<file path="src/rtl/clock_ctrl.sv">
// HH:MM:SS timekeeping controller: 1 s prescaler, BCD carry chain and button-driven set mode.
// Optional 12-hour display with PM flag is enabled by defining CLOCK_CTRL_HOUR12_EN.
module clock_ctrl #(
  parameter int unsigned TICK_DIV = 10
) (
  input  logic       clk,
  input  logic       reset,
  input  logic       mode_btn,
  input  logic       inc_btn,
  output logic [3:0] sec_lo,
  output logic [3:0] sec_hi,
  output logic [3:0] min_lo,
  output logic [3:0] min_hi,
  output logic [3:0] hr_lo,
  output logic [3:0] hr_hi,
  output logic [1:0] state,
  output logic       blink,
  output logic       tick,
  output logic       pm
);

  localparam int unsigned CNT_W = (TICK_DIV > 2) ? $clog2(TICK_DIV) : 1;
  localparam logic [CNT_W-1:0] CNT_MAX = CNT_W'(TICK_DIV - 1);
`ifdef CLOCK_CTRL_HOUR12_EN
  localparam logic [7:0] HR_RST = 8'h12;
`else
  localparam logic [7:0] HR_RST = 8'h00;
`endif

  typedef enum logic [1:0] {
    ST_RUN     = 2'd0,
    ST_SET_HR  = 2'd1,
    ST_SET_MIN = 2'd2,
    ST_SET_SEC = 2'd3
  } state_e;

  // Packed BCD {tens, ones} increment over 00..59.
  function automatic logic [7:0] inc_bcd60(input logic [7:0] v);
    logic [7:0] r;
    if (v[3:0] == 4'd9) r = (v[7:4] == 4'd5) ? 8'h00 : {v[7:4] + 4'd1, 4'd0};
    else                r = {v[7:4], v[3:0] + 4'd1};
    return r;
  endfunction

  // Packed BCD hour increment; MSB flags a PM toggle.
  function automatic logic [8:0] inc_hour(input logic [7:0] v);
    logic [8:0] r;
`ifdef CLOCK_CTRL_HOUR12_EN
    if (v == 8'h12)             r = 9'h001;
    else if (v == 8'h11)        r = {1'b1, 8'h12};
    else if (v[3:0] == 4'd9)    r = {1'b0, v[7:4] + 4'd1, 4'd0};
    else                        r = {1'b0, v[7:4], v[3:0] + 4'd1};
`else
    if (v == 8'h23)             r = 9'h000;
    else if (v[3:0] == 4'd9)    r = {1'b0, v[7:4] + 4'd1, 4'd0};
    else                        r = {1'b0, v[7:4], v[3:0] + 4'd1};
`endif
    return r;
  endfunction

  state_e           state_q, state_d;
  logic [CNT_W-1:0] cnt_q, cnt_d;
  logic [7:0]       sec_q, sec_d, min_q, min_d, hr_q, hr_d;
  logic             pm_q, pm_d, blink_q, blink_d, tick_q, tick_d;
  logic             tick_now;
  logic [8:0]       hr_inc;

  // Next-state logic: prescaler, time update and mode sequencing.
  always_comb begin
    state_d  = state_q;
    cnt_d    = (cnt_q == CNT_MAX) ? '0 : cnt_q + CNT_W'(1);
    sec_d    = sec_q;
    min_d    = min_q;
    hr_d     = hr_q;
    pm_d     = pm_q;
    blink_d  = blink_q;
    tick_now = (cnt_q == CNT_MAX);
    hr_inc   = inc_hour(hr_q);

    unique case (state_q)
      ST_RUN: begin
        blink_d = 1'b0;
        // Full ripple carry: every digit commits on the same edge.
        if (tick_now) begin
          sec_d = inc_bcd60(sec_q);
          if (sec_q == 8'h59) begin
            min_d = inc_bcd60(min_q);
            if (min_q == 8'h59) begin
              hr_d = hr_inc[7:0];
              pm_d = pm_q ^ hr_inc[8];
            end
          end
        end
        if (mode_btn) begin
          state_d = ST_SET_HR;
          blink_d = 1'b1;
        end
      end
      default: begin
        if (mode_btn) begin
          blink_d = 1'b1;
          unique case (state_q)
            ST_SET_HR:  state_d = ST_SET_MIN;
            ST_SET_MIN: state_d = ST_SET_SEC;
            default: begin
              state_d = ST_RUN;
              blink_d = 1'b0;
              cnt_d   = '0;
            end
          endcase
        end else begin
          if (tick_now) blink_d = ~blink_q;
          if (inc_btn) begin
            unique case (state_q)
              ST_SET_HR: begin
                hr_d = hr_inc[7:0];
                pm_d = pm_q ^ hr_inc[8];
              end
              ST_SET_MIN: min_d = inc_bcd60(min_q);
              default:    sec_d = inc_bcd60(sec_q);
            endcase
          end
        end
      end
    endcase

    tick_d = (cnt_d == CNT_MAX);
  end

  always_ff @(posedge clk or negedge reset) begin
    if (!reset) begin
      state_q <= ST_RUN;
      cnt_q   <= '0;
      sec_q   <= 8'h00;
      min_q   <= 8'h00;
      hr_q    <= HR_RST;
      pm_q    <= 1'b0;
      blink_q <= 1'b0;
      tick_q  <= 1'b0;
    end else begin
      state_q <= state_d;
      cnt_q   <= cnt_d;
      sec_q   <= sec_d;
      min_q   <= min_d;
      hr_q    <= hr_d;
      pm_q    <= pm_d;
      blink_q <= blink_d;
      tick_q  <= tick_d;
    end
  end

  assign sec_lo = sec_q[3:0];
  assign sec_hi = sec_q[7:4];
  assign min_lo = min_q[3:0];
  assign min_hi = min_q[7:4];
  assign hr_lo  = hr_q[3:0];
  assign hr_hi  = hr_q[7:4];
  assign state  = state_q;
  assign blink  = blink_q;
  assign tick   = tick_q;
  assign pm     = pm_q;

endmodule

</file>
<file path="config.mk">
export PLATFORM = sky130hd
export DESIGN_NAME = clock_ctrl
export DESIGN_NICKNAME = d
export VERILOG_FILES = /design/src/rtl/clock_ctrl.sv
export SDC_FILE = /design/constraint.sdc
export NUM_CORES = 1
export LEC_CHECK = 0
export CAP_MARGIN = 20
export CORE_MARGIN = 2
export CORE_UTILIZATION = 45
export CTS_BUF_LIST = sky130_fd_sc_hd__clkbuf_2 sky130_fd_sc_hd__clkbuf_4 sky130_fd_sc_hd__clkbuf_8
export DETAILED_ROUTE_END_ITERATION = 10
export GPL_ROUTABILITY_DRIVEN = 1
export PLACE_DENSITY = 0.68
export SYNTH_ARGS = -nofsm -noshare
export SYNTH_HDL_FRONTEND = slang
export SYNTH_SLANG_ARGS = --single-unit
</file>
<file path="constraint.sdc">
create_clock -name clk -period 5.2 [get_ports clk]
set_clock_uncertainty 0.1 [all_clocks]
set_input_delay 0.78 -clock clk [delete_from_list [all_inputs] [get_ports clk]]
set_output_delay 0.78 -clock clk [all_outputs]
set_load 0.02 [all_outputs]
</file>
---- After elaboration in Yosys (flattened, before gate mapping) ----
Index checks and enable logic that the tools add are counted.
storage, ports and cells
  register bits after elaboration ......... 33
  output and inout port bits .............. 29
  word-level logic and storage cells ...... 87
cells by class
  add/sub/neg operators ................... 7
  equality and inequality tests ........... 17
  multiplexer cells ....................... 44
  bitwise gates (word level) .............. 2
  reduce and logical (&&, ||, !) cells .... 9
operator list
  operator             number
  $mux 8               23
  $add 4x1->4 const B  7
  $eq 4x4->1 const B   5
  $eq 8x7->1 const B   2
  $mux 4               4
  $mux 1               12
  $mux 9               1
  $eq 4x3->1 const B   2
  $eq 8x6->1 const B   1
  $mux 2               3
  $ne 2x2->1 const B   3
  $reduce_and 6->1     1
  $reduce_bool 2->1    3
  $reduce_and 5->1     1
  $ne 2x1->1 const B   2
  $pmux 2 s2           1
  $reduce_and 4->1     1
  $reduce_bool 3->1    1
  $eq 2x1->1 const B   1
  $eq 2x2->1 const B   1
  $logic_not 2->1      1
  $reduce_or 2->1      1
  $not 1->1            1
  $xor 1x1->1          1

---- Depth between registers and ports, before layout ----
  depth in word-level cells ............... 8
  depth in mapped cells ................... 7

---- Worst setup path before layout ----
No wires, ideal clock.
  path kind ............................... input-to-reg
  start point ............................. in mode_btn
  end point ............................... reg min_q[5]
  setup time .............................. 0.125 ns
  data arrival time ....................... 1.908 ns
  setup slack ............................. 3.067 ns
  cell stages on the path ................. 4
  path buffers ............................ 0
  cells stage by stage .................... or3b_4 > a21oi_2 > nand3_2 > mux2_4
between the ends
  longest elaborated chain between the ends .. 2
ends and longest elaborated chain
  item                               line  text
  start: declaration                 8     input logic mode_btn,
  $ne 2x1->1 (no source line)        --
  $reduce_and 5->1 (no source line)  --
  end signal: assignment             144   min_q <= min_d;
  end: declaration                   63    logic [7:0] sec_q, sec_d, min_q, min_d, hr_q, hr_d;
Every way passes these cells.
A chain may end at the register's enable or synchronous reset.

---- Worst setup path in the final report ----
Ends and elaborated chain as after synthesis.

==> summary.md <==
| Metric | Value |
|---|---|
| Met1 usage | about a quarter |
| Clock transition at path regs | around 0.07 ns |
| H-tree levels | 2 |
| Leakage power | between 0.9 and 1 nW |
| Total GRT Usage | between 10% and 20% |
| Cell count after placement | roughly 250 |
| Nets | 219 |
| HP Class | reg2reg |
| Post-synth top flop | dfrtp_1 |
| Hold path cells | 1 |
| Depth of the worst register-to-register path | 6 |
| Worst-Skew Late Latency | 0.28 ns |
| Io pins | 33 |
| Starting Density | ~48% |
| Pins over their slew limit | 0 |
| Main combinational cell family by area after synthesis | simple AND/OR/NAND/NOR gates |
| Final WL | ~3.6 mm |
| Global Route met2 Usage | a little under a third |
| WHS | approximately 0.4 ns |
| Via/cell ratio | approximately 5.5 |
| Vias in the first global route | 1410 |
| Most used routing layer | met2 |
| Initial antenna violation count | 0 |
| Largest vdd supply drop | 276.7 uV |
| Tmin final | about 2.6 ns |
| Row count | 22 |
| Net Count, Synth | 183 |
| Post-Synthesis Mean Instance Area | 10.55 um^2 |
| Startpoint Class | input port |
| Multi-input gate area | approximately 920 um^2 |
| Clock sink count | 32 |
| R2r startpoint | state[0] |
| WS Path Type | in2reg |
| Reg2reg setup slack | 2.74 ns |
| Max Freq | 0.3920 GHz |
| Post-synthesis adder-cell area fraction | ~6.3% |
| Core ar. | ~3700 um^2 |
| Layout cells sized above 1 | ~10% |
| Seq/Total Area, Yosys | ~45% |
| First-pass GRT wire length | 6.451 mm |
| Synth Area in XOR/XNOR | about 6.4% |
| Crit path max fanout | 8 |
| Status | finished clean |
| Detailed-route DRC error count | 0 |
| Distinct cells, synth | 52 |
| CP Capture Type | register |
| Total Neg Setup Slack | 0 ns |
| CTS tree | built |
| Antenna Nets Post-Route | 0 |
| EDFF count, synth | 0 |
| Hold_sp | min_q[4] |
| Design area | 2243 um^2 |
| Die area | approximately 4500 um^2 |
| Most frequent cells in the layout | dfrtp_1 (32), clkdlybuf4s50_1 (31), inv_1 (15) |
| Final Util | around 60% |
| Post-layout total power | 1.288 mW |
| Post-CTS Resized | 0 |
| Die width | around 67 um |
| Final hold vios | 0 |
| Final GP Congestion | 0.8033 |
| Root Buffer | clkbuf_8 |
| Async S/R FF share, synth | 100.0% |
| Max_cap viols | 0 |
| Total gr overflow | 0 |
| TritonRoute pass-1 iters | 4 |
| Via count | 1403 |
| Post-DR wirelength/cell | 14.25 um |
| Worst Path Arrival | roughly 2.6 ns |
| I/O Buffers | 31 |
| #FFs+latches synth | 32 |
| FF/Latch Area | between 800 and 900 um^2 |
| R2R Path End | min_q[5] |
| Worst Hold End | min_q[4] |
| FILL cells | ~360 |
| Die Ht | between 60 and 70 um |
| Post-Place Cell Area | about 2200 um^2 |
| Largest net degree at the start of global routing | 33 |
| Final setup violation count | 0 |
| Synth Cell Area | between 1500 and 2000 um^2 |
| Pwr dens | roughly 570 nW/um^2 |
| Synth Area in Simple Gates | between 20% and 30% |
| Final worst-path cycle share | approximately 49% |
| Max Buffers Root-to-Sink | 2 |
| Drt initial violations | 73 |
| Mux contribution to synthesized area | 3.768% |
| Fin cells | ~260 |
| Relative slew slack | between 50% and 60% |
| Ant. Diodes | 0 |
| Pre-CTS setup slack | roughly 2.4 ns |
| RSZ-0062 raised after global routing | no |
| Post-CTS Setup Inserts | 0 |
| Ys Warns | 0 |
| Commonest non-fill, non-tap cell in the layout | dfrtp_1 |
| Complex-gate fraction of the synthesized area | 14.17% |
| Dpl hpwl | roughly 2.6 mm |
| Num CTS Buffers | 5 |
| Worst Tran Pin Value | 0.6083 ns |
| Synthesized instance count | 170 |
| Synthesis-to-finish area growth | 25.12% |
| Grt met3 use | under 10% |
| Setup ws final | around 2.6 ns |
| # hold bufs at CTS | 0 |
| WP data required | about 5.3 ns |
Yosys cell counts (2+ instances only):
cell type | n | area (um^2)
inv_1 | 15 | 56.30
a21oi_1 | 6 | 30.03
and4bb_2 | 2 | 25.02
buf_4 | 2 | 15.01
mux2i_1 | 3 | 30.03
dfrtp_1 | 32 | 800.8
a21o_1 | 2 | 15.01
nand3_2 | 2 | 20.02
nor2b_1 | 2 | 12.51
xor2_1 | 3 | 26.28
nand3_1 | 9 | 45.04
nand2_1 | 7 | 26.28
nand4b_1 | 3 | 26.28
xnor2_1 | 10 | 87.58
nand4_1 | 4 | 25.02
nor2_1 | 13 | 48.80
o21ai_0 | 5 | 25.02
ha_1 | 9 | 112.6
nand2b_1 | 4 | 25.02
nor3_1 | 5 | 25.02
worst max-delay path by stage:
stage / endpoint / cells past startpoint / start
floorplan: min_q[5] / 4 / mode_btn
global placement: min_q[5] / 5 / mode_btn
detailed placement: min_q[5] / 5 / mode_btn
CTS: min_q[5] / 5 / mode_btn
global route: min_q[5] / 6 / state[0]
finish: min_q[5] / 5 / mode_btn
report_power, final:
part	total, mW	switching, mW	leakage, nW	internal [mW]
clock	0.199	0.0935	0.0510	0.106
combinational	0.639	0.347	0.492	0.292
sequential	0.450	0.113	0.394	0.336
metal layers:
metal	routed length [um]	part of all wire [%]
met3	182	5.0
met2	1721	47
met1	1657	46
met5	0	0
met4	72	2.0
area by class of cell:
class / count / area share, %
Tap cell: 48 / 2.677
Clock inverter: 2 / 0.4462
Sequential cell: 32 / 35.69
Clock buffer: 6 / 3.681
Multi-Input combinational cell: 120 / 40.83
Inverter: 15 / 2.510
Timing Repair Buffer: 32 / 14.17
cell families (layout without fill, tap and decap cells):
group,Yosys count,in the layout
xor+xnor,13,13
simple gates,59,59
mux,6,6
flops,32,32
other cells,1,1
compound gates,32,32
buf+inv,18,55
fa+ha+maj,9,9
registers in the layout, summed over array words and instances, names as in the netlist:
signal,cells
blink,1
sec_q,8
min_q,8
hr_q,8
cnt_q,4
tick,1
state,2
critical path: stages:
cell and delay (ns):
clkdlybuf4s50_1 0.52, or3b_4 0.49, a21oi_2 0.35, nand3_2 0.15, mux2_4 0.33
No activity file was read; power rests on OpenSTA's default activity.
